## src/rtl/memory_port_arbiter_pkg.sv

```systemverilog
// Shared types for the I-bus/D-bus memory port arbiter.
//   arb_state_t : arbiter FSM state (2-bit)
//   requester_t : identifies a requester; also used to remember the last completed grant
//   other_req() : returns the requester that is not the argument (round-robin helper)
package mem_arb_pkg;

    typedef enum logic [1:0] {
        IDLE    = 2'd0,
        GRANT_I = 2'd1,
        GRANT_D = 2'd2
    } arb_state_t;

    typedef enum logic {
        REQ_I = 1'b0,
        REQ_D = 1'b1
    } requester_t;

    function automatic requester_t other_req(input requester_t r);
        return (r == REQ_I) ? REQ_D : REQ_I;
    endfunction

endpackage

```

## src/rtl/memory_port_arbiter_pick2.sv

```systemverilog
// Combinational 2-way pick between the I-bus and D-bus requests.
//   i_pend, d_pend : requester pending flags (ren | wen)
//   last_grant     : requester that completed the most recent grant
//   pick           : chosen requester (meaningful only when valid)
//   valid          : at least one requester is pending
// DATA_PRIORITY = 1 gives the D-bus every tie; 0 alternates ties away from last_grant.
module arb_pick2
    import mem_arb_pkg::*;
#(
    parameter int unsigned DATA_PRIORITY = 1
) (
    input  logic       i_pend,
    input  logic       d_pend,
    input  requester_t last_grant,
    output requester_t pick,
    output logic       valid
);

    always_comb begin
        valid = i_pend | d_pend;
        pick  = REQ_I;
        if (i_pend && d_pend) begin
            pick = (DATA_PRIORITY != 0) ? REQ_D : other_req(last_grant);
        end else if (d_pend) begin
            pick = REQ_D;
        end
    end

endmodule

```

## src/rtl/memory_port_arbiter.sv

```systemverilog
// 2:1 arbiter sharing one generic-bus memory port between the core I-bus and D-bus.
// One grant at a time, held until the memory side completes it (or the owner abandons),
// followed by one IDLE cycle that serves as the arbitration slot.
//   CLK, nRST                   : clock; synchronous active-high reset
//   i_ren/i_wen/i_addr/i_wdata/i_byte_en, i_busy/i_rdata : I-bus requester port
//   d_ren/d_wen/d_addr/d_wdata/d_byte_en, d_busy/d_rdata : D-bus requester port
//   m_ren/m_wen/m_addr/m_wdata/m_byte_en, m_busy/m_rdata : memory-side port
//   grant_d                     : debug, D-bus currently owns the port
module memory_port_arbiter
    import mem_arb_pkg::*;
#(
    parameter int unsigned DATA_PRIORITY = 1
) (
    input  logic        CLK,
    input  logic        nRST,
    // I-bus
    input  logic        i_ren,
    input  logic        i_wen,
    input  logic [31:0] i_addr,
    input  logic [31:0] i_wdata,
    input  logic [3:0]  i_byte_en,
    output logic        i_busy,
    output logic [31:0] i_rdata,
    // D-bus
    input  logic        d_ren,
    input  logic        d_wen,
    input  logic [31:0] d_addr,
    input  logic [31:0] d_wdata,
    input  logic [3:0]  d_byte_en,
    output logic        d_busy,
    output logic [31:0] d_rdata,
    // memory side
    output logic        m_ren,
    output logic        m_wen,
    output logic [31:0] m_addr,
    output logic [31:0] m_wdata,
    output logic [3:0]  m_byte_en,
    input  logic        m_busy,
    input  logic [31:0] m_rdata,
    // debug
    output logic        grant_d
);

    arb_state_t state_q;
    requester_t last_grant_q;
    requester_t pick;
    logic       pick_valid;
    logic       i_pend;
    logic       d_pend;

    assign i_pend = i_ren | i_wen;
    assign d_pend = d_ren | d_wen;

    arb_pick2 #(
        .DATA_PRIORITY(DATA_PRIORITY)
    ) u_pick (
        .i_pend    (i_pend),
        .d_pend    (d_pend),
        .last_grant(last_grant_q),
        .pick      (pick),
        .valid     (pick_valid)
    );

    // A grant ends either on completion (owner pending, m_busy low) or when the owner
    // drops its request; only a real completion updates last_grant.
    always_ff @(posedge CLK) begin
        if (nRST) begin
            state_q      <= IDLE;
            last_grant_q <= REQ_I;
        end else begin
            case (state_q)
                IDLE: begin
                    if (pick_valid) begin
                        state_q <= (pick == REQ_D) ? GRANT_D : GRANT_I;
                    end
                end
                GRANT_I: begin
                    if (!i_pend) begin
                        state_q <= IDLE;
                    end else if (!m_busy) begin
                        state_q      <= IDLE;
                        last_grant_q <= REQ_I;
                    end
                end
                GRANT_D: begin
                    if (!d_pend) begin
                        state_q <= IDLE;
                    end else if (!m_busy) begin
                        state_q      <= IDLE;
                        last_grant_q <= REQ_D;
                    end
                end
                default: state_q <= IDLE;
            endcase
        end
    end

    always_comb begin
        m_ren     = 1'b0;
        m_wen     = 1'b0;
        m_addr    = '0;
        m_wdata   = '0;
        m_byte_en = '0;
        i_busy    = 1'b1;
        i_rdata   = '0;
        d_busy    = 1'b1;
        d_rdata   = '0;
        case (state_q)
            GRANT_I: begin
                m_ren     = i_ren;
                m_wen     = i_wen;
                m_addr    = i_addr;
                m_wdata   = i_wdata;
                m_byte_en = i_byte_en;
                i_busy    = m_busy;
                i_rdata   = m_rdata;
            end
            GRANT_D: begin
                m_ren     = d_ren;
                m_wen     = d_wen;
                m_addr    = d_addr;
                m_wdata   = d_wdata;
                m_byte_en = d_byte_en;
                d_busy    = m_busy;
                d_rdata   = m_rdata;
            end
            default: ;
        endcase
    end

    assign grant_d = (state_q == GRANT_D);

endmodule

```

## config.mk

```make
export PLATFORM = sky130hd
export DESIGN_NAME = memory_port_arbiter
export DESIGN_NICKNAME = d
export VERILOG_FILES = /design/src/rtl/memory_port_arbiter_pkg.sv /design/src/rtl/memory_port_arbiter_pick2.sv /design/src/rtl/memory_port_arbiter.sv
export SDC_FILE = /design/constraint.sdc
export NUM_CORES = 1
export LEC_CHECK = 0
export BUFFER_PORTS_ARGS = -buffer_cell sky130_fd_sc_hd__clkbuf_2
export CAP_MARGIN = 20
export CORE_AREA = 2 2 120 122
export CTS_CLUSTER_SIZE = 10
export DETAILED_ROUTE_END_ITERATION = 12
export DIE_AREA = 0 0 122 124
export PLACE_DENSITY_LB_ADDON = 0.1
export SLEW_MARGIN = 20
export SYNTH_ARGS = -nofsm -noshare
export SYNTH_HDL_FRONTEND = slang
export SYNTH_HIERARCHICAL = 1
export SYNTH_SLANG_ARGS = --single-unit
```

## constraint.sdc

```tcl
create_clock -name CLK -period 3 [get_ports CLK]
set_input_delay 0.3 -clock CLK [delete_from_list [all_inputs] [get_ports CLK]]
set_output_delay 0.3 -clock CLK [all_outputs]
set_load 0.05 [all_outputs]
```

==> flow_summary.toml, run 1 <==
[pwr]
pwr_density_cell_nw_per_um2 = 305.2
max-vdd-ir-drop_mv = 0.1560
total_power_w = 0.001088
p_leak_nw = 1.895

[clocking]
postCtsHoldBufs = 0
cts_num_sinks = 2
insertion_delay_ns = 0.22
cts_setup_buffers = 0
cts_resized = 0
clock_path_buffers = 2
clkTransAtPathRegs_ns = 0.03
root_buffer = "clkbuf_16"
tritoncts = "yes"
h-tree-depth = 1
numCtsBuffers = 3

[sta]
whs_ns = 0.4288
slew_headroom_pct = 66.05
tns_ns = 0
fmax_mhz = 393.7
finClkSkew_ns = 0.001147
hold_viol = 0
setup_violations = 0
drv_slew = 0
finalCriticalPeriod_ns = 2.540
tightest_slew_ns = 0.5093
fin_crit_sh_pct = 84.66
grt_setup_unrepaired = "no"

[worst_hold_path]
min_from = "nRST"
whs_endpoint = "state_q[1]"
hold_path_class = "input port to register"
hold-path-cell-count = 3

[worst_setup_path]
critPathKind = "register to primary output"
critical_path_peak_fanout = 38
worstSetupEndpointType = "primary output"
setup.worst_path.start_class = "register"
startpoint = "state_q[0]"
cp.arrival_ns = 2.24
r2r_end = "state_q[0]"
reg2reg_depth = 5
r2r_start = "state_q[0]"
r2r_slack_ns = 1.49
cp.required_ns = 2.70

[route]
drc = 0
wl_per_cell_um = 14.61
dr_total_vias = 3032
ant_nets = 0
avgViaCountPerCell = 4.136
postRouteWirelength_mm = 10.71
dr.pass1.iters = 4
drt_first_iter_violations = 62

[final_layout]
syn_to_final_growth_pct = 101.8
top_regs = "state_q x2"
regMostFlops = "state_q"
drive_above_1_share_pct = 58.59
largest_register_ff_count = 2
n_antenna_cell = 0
nets = 736

[grt]
grt_max_degree = 42
antenna_found_initial = 0
grt_overflow = 0
grt_pass1_wl_mm = 14.49
grt_use_total_pct = 12.05
grt_pass1_vias = 2950

[job]
cap_violations = 0

[die]
core-area_um2 = 13720
ioPinCount = 312
die_area_um2 = 15130
row_count = 43
die_y_um = 124
initial_utilization_pct = 12.87
die_w_um = 122

[logic_synthesis]
syn_nets = 445
syn_inst = 264
synth_area_um2 = 1765
avgSynthCellArea_um2 = 6.687
yosys_warnings = 6

[placement]
io_buffers = 311
gp_congestion = 0.7216
hpwlAfterDp_mm = 8.826

[outcome]
status = "finished, final reports clean"
==> through the flow <==
step | cells | setup slack, ns | cell area, µm² | utilization (%)
after detailed placement | 730 | 0.5970 | 3488 | 25.43
after global routing | 733 | 0.2790 | 3563 | 25.97
after global placement | 730 | 0.6432 | 3488 | 25.43
after CTS | 733 | 0.3568 | 3563 | 25.97
after floorplan | 264 | 0.5653 | 1765 | -
final | 733 | 0.4602 | 3563 | 25.97
==> worst max-delay path by stage <==
stage	slack [ns]	end
2_1_floorplan	0.57	m_addr[0]
3_3_place_gp	0.64	m_wdata[18]
3_5_place_dp	0.60	m_wdata[18]
4_1_cts	0.36	m_wdata[18]
5_1_grt	0.28	m_wdata[18]
6_report	0.46	m_wdata[18]
==> critical path, cell delays in order (launching register included) <==
cell and delay [ns]:
dfxtp_1 0.45, inv_1 0.13, ha_2 0.66, buf_12 0.25, nor2b_1 0.20, clkbuf_2 0.30
==> where the power goes <==
part           internal, W  leakage (nW)  switching, W   total, W
logic             0.000281          1.84      0.000573   0.000854
registers        0.0000292        0.0165    0.00000359  0.0000328
clock network     0.000170        0.0370     0.0000310   0.000201
total             0.000480          1.89      0.000608    0.00109
==> per-layer routing <==
layer,part of all wire [%],up-vias,global-route usage (%)
met5,0,-,0
met4,0.21,0,0.8621
met3,11,3,3.205
met2,54,183,24.86
met1,35,1350,12.51
li1,-,1496,-
==> final cells by class <==
class	instances	area, µm²
Fill cell	1591	10160
Sequential cell	2	40.04
Timing Repair Buffer	317	1627
Tap cell	180	225.2
Clock buffer	3	75.07
Inverter	2	7.507
Multi-Input combinational cell	229	1589
==> placed cells by master, fill, tap and decap left out <==
cell type	n
ha_2	2
inv_1	2
a22oi_1	70
clkbuf_16	3
o21a_1	1
nor2_1	1
nor2b_1	70
and2_1	64
ha_1	3
clkbuf_2	311
nand2b_1	4
dfxtp_1	2
buf_4	4
buf_12	2
mux2i_1	1
a21oi_1	2
ha_4	1
o2bb2ai_1	2
or2_1	2
or2_2	1
a22o_1	2
nand3b_1	3
Power figures use the tool's default switching activity.
==> run 2, diff against run 1 <==
- clock period: 3 -> 2.3 ns (I/O delays scaled with it)
==> run 2 against run 1 <==
Flip-flop and latch count unchanged. Largest cell class unchanged. Critical endpoint is now m_addr[2]. First-iteration DRC count grew 39%. Final cell count stayed put.
==> flow_summary.toml, run 2 (same netlist as run 1, synthesis figures left out) <==
[sta]
hold_viol = 0
slew_headroom_pct = 70.15
fmax_mhz = 468.1
tightest_slew_ns = 0.4478
drv_slew = 0
whs_ns = 0.3512
tns_ns = 0
fin_crit_sh_pct = 92.89
fin_ws_ns = 0.1636
finClkSkew_ns = 0.002324
grt_setup_unrepaired = "no"
setup_violations = 0
finalCriticalPeriod_ns = 2.136

[worst_setup_path]
worstSetupEndpointType = "primary output"
crit_slowest_cell = "dfxtp_1"
critPathKind = "register to primary output"
path_cells = "inv_1, ha_4, buf_12, a22oi_1, nor2b_2, clkbuf_2"
r2r_start = "state_q[0]"
critPathBufInv = 3
setup.worst_path.start_class = "register"
max_stage_delay_ns = 0.36
startpoint = "state_q[1]"
cp.required_ns = 2.07
cp.arrival_ns = 1.91
critPathTopFamily = "buffers and inverters"
critical_path_peak_fanout = 103

[outcome]
status = "finished, final reports clean"

[clocking]
clock_path_buffers = 2
root_buffer = "clkbuf_16"
h-tree-depth = 1
clkTransAtPathRegs_ns = 0.03
cts_setup_buffers = 0
tritoncts = "yes"
cts_num_sinks = 2
numCtsBuffers = 3
insertion_delay_ns = 0.23

[grt]
grt_use_total_pct = 11.60
antenna_found_initial = 0
grt_overflow = 0
grt_max_degree = 104
grt_pass1_wl_mm = 14.04
grt_pass1_vias = 2845

[final_layout]
final_common_cell = "clkbuf_2"
regArea_um2 = 41.29
n_antenna_cell = 0
nets = 736
syn_to_final_growth_pct = 120.3
largest_register_ff_count = 2
multiInputGateArea_um2 = 1769
regMostFlops = "state_q"
drive_above_1_share_pct = 71.07
n_fill_cell = 1543
final_cell_mix = "clkbuf_2, a22oi_1, nor2b_2, and2_1, buf_12"
top_regs = "state_q x2"

[pwr]
p_leak_nw = 1.969
max-vdd-ir-drop_mv = 0.1128
total_power_w = 0.001508
pwr_density_cell_nw_per_um2 = 387.7

[placement]
hpwlAfterDp_mm = 8.036
place_ws_ns = 0.2384
gp_congestion = 0.7353
io_buffers = 311

[job]
cap_violations = 0

[die]
die_area_um2 = 15130
initial_utilization_pct = 12.87
core-area_um2 = 13720
die_w_um = 122
row_count = 43
ioPinCount = 312
die_y_um = 124

[route]
postRouteWirelength_mm = 9.896
drc = 0
drt_first_iter_violations = 86
dr_total_vias = 3017
wl_per_cell_um = 13.50
dr.pass1.iters = 4
ant_nets = 0
avgViaCountPerCell = 4.116

[worst_hold_path]
hold_path_class = "input port to register"
min_from = "nRST"
## run 2: cell types whose count changed in the layout (fill, tap and decap cells not counted)
cell,delta
nor2b_1,-68
nor2b_2,+68
buf_12,+10
clkbuf_2,-8
buf_4,-2
dfxtp_1,-1
dfxtp_2,+1
ha_2,-1
ha_4,+1
## run 2: where the power goes
part | total [W] | internal, W | switching (W) | leakage [nW]
sequential | 0.0000440 | 0.0000382 | 0.00000571 | 0.0169
clock | 0.000269 | 0.000222 | 0.0000474 | 0.0370
combinational | 0.00120 | 0.000435 | 0.000760 | 1.92
## run 2: path summary, 6_finish.rpt
kind	to	slack [ns]	depth (start not counted)
hold reg to reg	state_q[0]	0.61	2
hold / removal	state_q[1]	0.35	3
setup / recovery	m_addr[2]	0.16	6
setup reg to reg	state_q[1]	0.83	5
## run 2: through the flow
stage | instances | util [%] | area [µm²]
floorplan | 264 | - | 1936
global placement | 730 | 27.72 | 3804
CTS | 733 | 28.34 | 3889
global route | 733 | 28.35 | 3890
detailed placement | 730 | 27.72 | 3804
finish | 733 | 28.35 | 3890
## run 2: layer usage
layer	wire length, µm	track usage, %
met1	3495	11.93
met2	5402	23.67
met3	910	2.610
met4	88	2.371
met5	0	0
## run 2: worst register-to-register path: stages (launching register included)
cell and delay, ns:
dfxtp_2 0.40, inv_1 0.13, ha_1 0.22, buf_4 0.23, a22o_1 0.24, o2bb2ai_1 0.13
## run 2: cell type report
| cell class | count | share of cell area [%] |
|---|---|---|
| Tap cell | 180 | 5.790 |
| Sequential cell | 2 | 1.061 |
| Multi-Input combinational cell | 229 | 45.48 |
| Timing Repair Buffer | 317 | 45.55 |
| Inverter | 2 | 0.1930 |
| Clock buffer | 3 | 1.930 |
## run 2: repair_timing
item                       CTS  global route
gates resized for setup      1             1
hold buffers                 0             0
pin swaps                    0             0
setup endpoints to repair    1             5
